`config.mk`:
```
export PLATFORM = sky130hd
export DESIGN_NAME = imem_loader_flat
export DESIGN_NICKNAME = d
export VERILOG_FILES = /design/src/rtl/imem_loader_pkg.sv /design/src/rtl/imem_loader_if.sv /design/src/rtl/imem_byte_packer.sv /design/src/rtl/imem_loader.sv /design/src/flat_wrapper.sv
export SDC_FILE = /design/constraint.sdc
export NUM_CORES = 1
export LEC_CHECK = 0
export CAP_MARGIN = 20
export CORE_MARGIN = 2
export CORE_UTILIZATION = 58
export DETAILED_ROUTE_END_ITERATION = 10
export GPL_TIMING_DRIVEN = 0
export PLACE_DENSITY = 0.85
export SLEW_MARGIN = 15
export SYNTH_ARGS = -nofsm -noshare
export SYNTH_HDL_FRONTEND = slang
export SYNTH_SLANG_ARGS = --single-unit
```
`constraint.sdc`:
```
create_clock -name clk -period 8 [get_ports clk]
set_input_delay 1.6 -clock clk [delete_from_list [all_inputs] [get_ports clk]]
set_output_delay 1.6 -clock clk [all_outputs]
set_load 0.1 [all_outputs]
```
`src/rtl/imem_loader_pkg.sv`:
```
// -----------------------------------------------------------------------------
// imem_loader_pkg
// Shared definitions for the boot-time instruction-memory loader:
//   - loader_state_e : sequencer states
//   - BYTES_PER_WORD : bytes assembled into one instruction word
//   - word_to_byte_addr() : word index -> byte address conversion
// -----------------------------------------------------------------------------
package imem_loader_pkg;

  typedef enum logic [2:0] {
    ST_IDLE  = 3'd0,
    ST_LEN   = 3'd1,
    ST_DATA  = 3'd2,
    ST_WRITE = 3'd3,
    ST_DONE  = 3'd4,
    ST_ERR   = 3'd5
  } loader_state_e;

  localparam int BYTES_PER_WORD = 4;
  localparam int BYTE_SHIFT     = $clog2(BYTES_PER_WORD);

  // Instruction memory is word-addressed internally but the write port
  // carries byte addresses, so the word index is scaled by the word size.
  function automatic logic [31:0] word_to_byte_addr(input logic [31:0] word_idx);
    return word_idx << BYTE_SHIFT;
  endfunction

endpackage

```
`src/rtl/imem_loader_if.sv`:
```
// -----------------------------------------------------------------------------
// imem_loader_if
// Bundles the byte-stream handshake and the instruction-memory write port.
//   in_valid / in_data / in_ready : incoming byte stream
//   mem_we / mem_addr / mem_wdata : instruction-memory write port
// Modports:
//   master : the environment (drives bytes, observes memory writes)
//   slave  : the loader (accepts bytes, drives memory writes)
// -----------------------------------------------------------------------------
interface imem_loader_if;
  logic        in_valid;
  logic [7:0]  in_data;
  logic        in_ready;
  logic        mem_we;
  logic [31:0] mem_addr;
  logic [31:0] mem_wdata;

  modport master (
    output in_valid,
    output in_data,
    input  in_ready,
    input  mem_we,
    input  mem_addr,
    input  mem_wdata
  );

  modport slave (
    input  in_valid,
    input  in_data,
    output in_ready,
    output mem_we,
    output mem_addr,
    output mem_wdata
  );
endinterface

```
`src/rtl/imem_byte_packer.sv`:
```
// -----------------------------------------------------------------------------
// imem_byte_packer
// Assembles accepted bytes into a 32-bit little-endian word (first byte lands
// in bits [7:0]).
// Ports:
//   clk, rst   : clock, synchronous active-high reset
//   clear      : restart a new group (position and partial word to zero)
//   accept     : a byte is taken this cycle
//   byte_in    : the byte being taken
//   word_next  : the word as it will look once byte_in is shifted in
//   word_full  : this accept completes the 4-byte group
// -----------------------------------------------------------------------------
module imem_byte_packer (
  input  logic        clk,
  input  logic        rst,
  input  logic        clear,
  input  logic        accept,
  input  logic [7:0]  byte_in,
  output logic [31:0] word_next,
  output logic        word_full
);

  // Only the three most recent bytes need storing: the oldest byte of a
  // full word is still present in the low lane of word_next when the fourth
  // byte arrives.
  logic [23:0] shift_r;
  logic [1:0]  pos_r;

  assign word_next = {byte_in, shift_r};
  assign word_full = accept && (pos_r == 2'd3);

  // Shift register and byte position within the current group.
  always_ff @(posedge clk) begin
    if (rst || clear) begin
      shift_r <= 24'd0;
      pos_r   <= 2'd0;
    end else if (accept) begin
      shift_r <= word_next[31:8];
      pos_r   <= pos_r + 2'd1;
    end else begin
      shift_r <= shift_r;
      pos_r   <= pos_r;
    end
  end

endmodule

```
`src/rtl/imem_loader.sv`:
```
// -----------------------------------------------------------------------------
// imem_loader
// Boot sequencer: reads a little-endian word count N followed by N
// little-endian words from a byte stream, writes them to consecutive word
// addresses from 0, and releases the core once the whole image is resident.
// Ports:
//   clk, rst   : clock, synchronous active-high reset
//   start      : load request pulse (honoured in IDLE and DONE only)
//   bus        : byte stream in, instruction-memory write port out
//   core_stall : holds core fetch until a load completes
//   done       : image fully written
//   err        : header count exceeded MAX_WORDS (sticky until rst)
// All outputs are registered; they are computed from the next state so they
// line up with the state they describe.
// -----------------------------------------------------------------------------
module imem_loader
  import imem_loader_pkg::*;
#(
  parameter int MAX_WORDS = 1024
) (
  input  logic               clk,
  input  logic               rst,
  input  logic               start,
  imem_loader_if.slave       bus,
  output logic               core_stall,
  output logic               done,
  output logic               err
);

  localparam int          IDX_W       = $clog2(MAX_WORDS + 1);
  localparam logic [31:0] MAX_WORDS_W = 32'(MAX_WORDS);

  loader_state_e state_r;
  loader_state_e state_next_s;

  logic [31:0]      count_r;
  logic [IDX_W-1:0] word_idx_r;
  logic [31:0]      idx_ext_s;
  logic             is_last_s;

  logic        accept_s;
  logic        clear_s;
  logic [31:0] word_next_s;
  logic        word_full_s;

  logic        in_ready_r;
  logic        mem_we_r;
  logic [31:0] mem_addr_r;
  logic [31:0] mem_wdata_r;
  logic        core_stall_r;
  logic        done_r;
  logic        err_r;

  // in_ready_r is high exactly when the state is LEN or DATA, so it doubles
  // as the byte-acceptance qualifier.
  assign accept_s  = bus.in_valid && in_ready_r;
  assign idx_ext_s = 32'(word_idx_r);
  assign is_last_s = (idx_ext_s == (count_r - 32'd1));

  imem_byte_packer u_packer (
    .clk       (clk),
    .rst       (rst),
    .clear     (clear_s),
    .accept    (accept_s),
    .byte_in   (bus.in_data),
    .word_next (word_next_s),
    .word_full (word_full_s)
  );

  // Next-state logic for the load sequencer.
  always_comb begin
    state_next_s = state_r;
    case (state_r)
      ST_IDLE: begin
        if (start) begin
          state_next_s = ST_LEN;
        end else begin
          state_next_s = ST_IDLE;
        end
      end
      ST_LEN: begin
        // Count is judged on the completed word, including the byte taken now.
        if (word_full_s) begin
          if (word_next_s == 32'd0) begin
            state_next_s = ST_DONE;
          end else if (word_next_s > MAX_WORDS_W) begin
            state_next_s = ST_ERR;
          end else begin
            state_next_s = ST_DATA;
          end
        end else begin
          state_next_s = ST_LEN;
        end
      end
      ST_DATA: begin
        if (word_full_s) begin
          state_next_s = ST_WRITE;
        end else begin
          state_next_s = ST_DATA;
        end
      end
      ST_WRITE: begin
        if (is_last_s) begin
          state_next_s = ST_DONE;
        end else begin
          state_next_s = ST_DATA;
        end
      end
      ST_DONE: begin
        if (start) begin
          state_next_s = ST_LEN;
        end else begin
          state_next_s = ST_DONE;
        end
      end
      ST_ERR: begin
        state_next_s = ST_ERR;
      end
      default: begin
        state_next_s = ST_IDLE;
      end
    endcase
  end

  // Byte position restarts whenever a new byte group (count or data word) begins.
  always_comb begin
    clear_s = 1'b0;
    if ((state_next_s == ST_LEN) && (state_r != ST_LEN)) begin
      clear_s = 1'b1;
    end else if ((state_next_s == ST_DATA) && (state_r != ST_DATA)) begin
      clear_s = 1'b1;
    end else begin
      clear_s = 1'b0;
    end
  end

  // State register, captured word count and current word index.
  always_ff @(posedge clk) begin
    if (rst) begin
      state_r    <= ST_IDLE;
      count_r    <= 32'd0;
      word_idx_r <= '0;
    end else begin
      state_r <= state_next_s;
      if ((state_r == ST_LEN) && word_full_s) begin
        count_r <= word_next_s;
      end else begin
        count_r <= count_r;
      end
      if ((state_next_s == ST_LEN) && (state_r != ST_LEN)) begin
        word_idx_r <= '0;
      end else if ((state_r == ST_WRITE) && (state_next_s == ST_DATA)) begin
        word_idx_r <= word_idx_r + IDX_W'(1);
      end else begin
        word_idx_r <= word_idx_r;
      end
    end
  end

  // Registered outputs derived from the state being entered.
  always_ff @(posedge clk) begin
    if (rst) begin
      in_ready_r   <= 1'b0;
      mem_we_r     <= 1'b0;
      mem_addr_r   <= 32'd0;
      mem_wdata_r  <= 32'd0;
      core_stall_r <= 1'b1;
      done_r       <= 1'b0;
      err_r        <= 1'b0;
    end else begin
      in_ready_r   <= (state_next_s == ST_LEN) || (state_next_s == ST_DATA);
      mem_we_r     <= (state_next_s == ST_WRITE);
      core_stall_r <= (state_next_s != ST_DONE);
      done_r       <= (state_next_s == ST_DONE);
      err_r        <= (state_next_s == ST_ERR);
      // Address/data only move on a write so they hold between strobes.
      if (state_next_s == ST_WRITE) begin
        mem_addr_r  <= word_to_byte_addr(idx_ext_s);
        mem_wdata_r <= word_next_s;
      end else begin
        mem_addr_r  <= mem_addr_r;
        mem_wdata_r <= mem_wdata_r;
      end
    end
  end

  assign bus.in_ready  = in_ready_r;
  assign bus.mem_we    = mem_we_r;
  assign bus.mem_addr  = mem_addr_r;
  assign bus.mem_wdata = mem_wdata_r;
  assign core_stall    = core_stall_r;
  assign done          = done_r;
  assign err           = err_r;

endmodule

```
`src/flat_wrapper.sv`:
```
// flat-port wrapper written by rule: the top's interface ports become plain ports
module imem_loader_flat import imem_loader_pkg::*;
#(
  parameter int MAX_WORDS = 1024
)
  (clk, rst, start, core_stall, done, err, bus_in_valid, bus_in_data, bus_in_ready, bus_mem_we, bus_mem_addr, bus_mem_wdata);
  imem_loader_if bus_i ();
  input  logic clk;
  input  logic rst;
  input  logic start;
  output logic core_stall;
  output logic done;
  output logic err;
  input wire logic [$bits(bus_i.in_valid)-1:0] bus_in_valid;
  input wire logic [$bits(bus_i.in_data)-1:0] bus_in_data;
  output wire logic [$bits(bus_i.in_ready)-1:0] bus_in_ready;
  output wire logic [$bits(bus_i.mem_we)-1:0] bus_mem_we;
  output wire logic [$bits(bus_i.mem_addr)-1:0] bus_mem_addr;
  output wire logic [$bits(bus_i.mem_wdata)-1:0] bus_mem_wdata;
  assign bus_i.in_valid = bus_in_valid;
  assign bus_i.in_data = bus_in_data;
  assign bus_in_ready = bus_i.in_ready;
  assign bus_mem_we = bus_i.mem_we;
  assign bus_mem_addr = bus_i.mem_addr;
  assign bus_mem_wdata = bus_i.mem_wdata;
  imem_loader #(.MAX_WORDS(MAX_WORDS)) u_core (.clk(clk), .rst(rst), .start(start), .bus(bus_i), .core_stall(core_stall), .done(done), .err(err));
endmodule
```
==> impl_metrics.yaml <==
grt:
  grt_pass1_wl_um: 23500
  grt_pass1_vias: 5024
  antenna_found_initial: 0
  grt-ovfl-total: 0
  grt_start_max_net_pins: 17
  track_usage: 0.294
worst_hold_path:
  min_to: "u_core.bus.mem_addr[6]$_SDFFE_PP0P_"
  holdCritStartpoint: "u_core.bus.mem_addr[6]$_SDFFE_PP0P_"
  hp-class: "reg -> reg"
  holdPathStages: 2
clocking:
  hold_buffers: 0
  cts-root-buf: "clkbuf_8"
  cts_tree: "built"
  clockBufferDepth: 2
  ctsHtreeMaxLevel: 4
  clk_pin_slew_ns: 0.06
  ctsResizeCount: 0
  clk_latency_ns: 0.52
  cts_sinks: 120
  cts-buffers-inserted: 17
  cts_setup_buffers: 0
run:
  max_cap_viol_count: 0
logic_synthesis:
  synth_area_mm2: 0.00540
  netlist_top_cells_area: "dfxtp_1, nand2_1, a21oi_1"
  syn_area_per_cell_um2: 7.89
  yosys.area.top_type: "dfxtp_1"
  postSynthCellCount: 684
  post_synth_num_cell_types: 55
  synth_seq_area_share: 0.445
  synth_top_cell_area_share: 0.445
  ys_ff_latch: 120
  yosys_warnings: 0
worst_setup_path:
  crit_type: "in -> reg"
  reg2reg_depth: 12
  worst_setup_path_end_kind: "register"
  reg2reg_to: "u_core.bus.in_ready$_SDFF_PP0_"
  reg2reg_from: "u_core.count_r[0]$_SDFFE_PP0P_"
  critPathRequiredTime_ns: 8.45
  crit_path_max_fanout: 10
  cp-start-kind: "primary input"
  reg2reg_slack_ns: 4.80
  arrival_ns: 4.37
floorplanning:
  die_area_mm2: 0.0101
  dieWidth_um: 100
  ios: 81
  core_area_mm2: 0.00915
  initial_utilization: 0.590
  row_count: 35
  die_h_um: 100
timing:
  fin_crit_ns: 3.91
  setup_viol: 0
  relSlewSlack: 0.338
  hold_ws_ns: 0.451
  finalSetupTns_ns: 0
  fin_worst_skew_ns: 0.0109
  rsz0062_at_grt: "no"
  clock.fmax_ghz: 0.256
  maxSlewViolCount: 0
  min_period_over_period: 0.489
  setup_slack_ns: 4.09
  worst_slew_pin_slew_ns: 0.990
  hold_viol_final: 0
routing:
  drt_first_iter_violations: 320
  postRouteAntennaNets: 0
  routedWlPerCell_um: 15.9
  vias: 5252
  routed_via_density: 5.79
  routed_wirelength_um: 14400
  drc: 0
  drt-pass1-iter-count: 5
placement:
  gp_congestion: 0.870
  post_dp_cell_area_mm2: 0.00621
  port_buffers: 59
  dp_hpwl_um: 10200
  pre_cts_ws_ns: 3.62
pwr:
  power_leakage_nw: 2.36
  power.density_mw_per_mm2: 206
  p_total_mw: 1.39
  ir_drop_v: 0.000150
final_layout:
  design_area_mm2: 0.00674
  area_growth_pct: 24.9
  final_nets: 798
  drive_gt1_frac: 0.117
  diodes: 0
status:
  status: "complete, no violations"
## per-stage QoR
step,std cells,utilization
final,907,0.737
after global routing,907,0.737
after CTS,907,0.737
after detailed placement,875,0.678
after global placement,874,0.678
after floorplan,704,-
## worst max-delay path, cell delays in order
cell,delay (ns)
clkdlybuf4s50_1,0.47
and2_1,0.12
clkbuf_1,0.43
nand2_1,0.19
nor3_1,0.59
buf_4,0.27
clkbuf_1,0.40
nand2_1,0.14
a21oi_1,0.14
## registers in the layout, indices dropped and copies added, names as in the netlist
register and flops:
u_core.core_stall 1, u_core.bus.mem_we 1, u_core.count_r 32, u_core.done 1, u_core.u_packer.pos_r 2, u_core.word_idx_r 11, u_core.bus.mem_wdata 32, u_core.bus.mem_addr 11
u_core.err 1, u_core.bus.in_ready 1, u_core.u_packer.shift_r 24, u_core.state_r 3
## report_power, final
part / leakage [nW] / total, mW / switching (mW) / internal [mW]
clock: 0.256 / 0.689 / 0.301 / 0.388
sequential: 0.967 / 0.603 / 0.00307 / 0.600
combinational: 1.13 / 0.0994 / 0.0776 / 0.0218
## cells in the mapped netlist (all sizes together)
cell / count
o2111ai: 1
nor2: 17
a2bb2oi: 1
nor3: 13
conb: 1
and4: 1
o311a: 1
dfxtp: 120
ha: 3
a21o: 1
nor2b: 3
nand2: 223
nand3: 9
o311ai: 1
xor2: 5
mux2i: 3
nand2b: 3
nand3b: 1
a221oi: 1
nand4b: 3
or4: 12
and2: 4
xnor2: 7
o211ai: 8
or3: 9
inv: 5
or2: 3
clkbuf: 34
and3: 5
nand4: 8
or4b: 2
nor4: 14
a21oi: 105
a31oi: 6
and4b: 1
o21ai: 15
nor4b: 2
o41ai: 4
buf: 28
a2111oi: 1
## area by class of cell
class	count	area (um2)
multi-input combinational	517	2710
fill	704	2410
sequential	120	2400
timing repair buffer	60	598
clock buffer	18	418
buffer	62	344
tap	111	139
clock inverter	14	116
inverter	5	18.8
## worst max-delay path by stage
stage	cells past startpoint	from	to
floorplan	10	bus_in_valid	u_core.u_packer.pos_r[0]$_SDFFE_PP0P_
global placement	8	bus_in_valid	u_core.bus.mem_addr[2]$_SDFFE_PP0P_
detailed placement	11	bus_in_valid	u_core.u_packer.pos_r[0]$_SDFFE_PP0P_
CTS	9	bus_in_valid	u_core.bus.mem_addr[5]$_SDFFE_PP0P_
global route	9	bus_in_valid	u_core.bus.mem_addr[5]$_SDFFE_PP0P_
finish	9	bus_in_valid	u_core.bus.mem_wdata[18]$_SDFFE_PP0P_
## per-layer routing
| metal | track usage | vias up | part of all wire |
|---|---|---|---|
| li1 | - | 2510 | - |
| met1 | 0.368 | 2468 | 0.42 |
| met2 | 0.493 | 234 | 0.49 |
| met3 | 0.0520 | 40 | 0.066 |
| met4 | 0.140 | 0 | 0.027 |
| met5 | 0 | - | 0 |
## cell families after synthesis
kind of cell / count (synthesis) / synth area share
simple gates: 333 / 0.288
compound gates: 145 / 0.167
flops: 120 / 0.445
buf+inv: 67 / 0.0672
xor+xnor: 12 / 0.0195
fa+ha+maj: 3 / 0.00696
mux: 3 / 0.00556
other cells: 1 / 0.000695
## placed cells by master, fill, tap and decap left out, types with 5 or more instances in the layout
master | synthesis | routed
a21oi_2 | 19 | 19
or3_1 | 9 | 9
nand2_1 | 223 | 223
nand3_1 | 9 | 9
conb_1 | 1 | 21
nor4_1 | 11 | 11
and3_1 | 5 | 5
or4_1 | 10 | 10
o21ai_0 | 12 | 12
xnor2_1 | 7 | 7
a31oi_1 | 6 | 6
clkbuf_1 | 34 | 35
dfxtp_1 | 120 | 120
buf_4 | 21 | 22
nor2_1 | 16 | 16
a21oi_1 | 86 | 86
nand4_1 | 8 | 8
clkdlybuf4s50_1 | 0 | 59
nor3_1 | 12 | 12
inv_1 | 5 | 5
o211ai_1 | 8 | 8
xor2_1 | 5 | 5
clkbuf_16 | 0 | 16
Power figures use the tool's default switching activity.
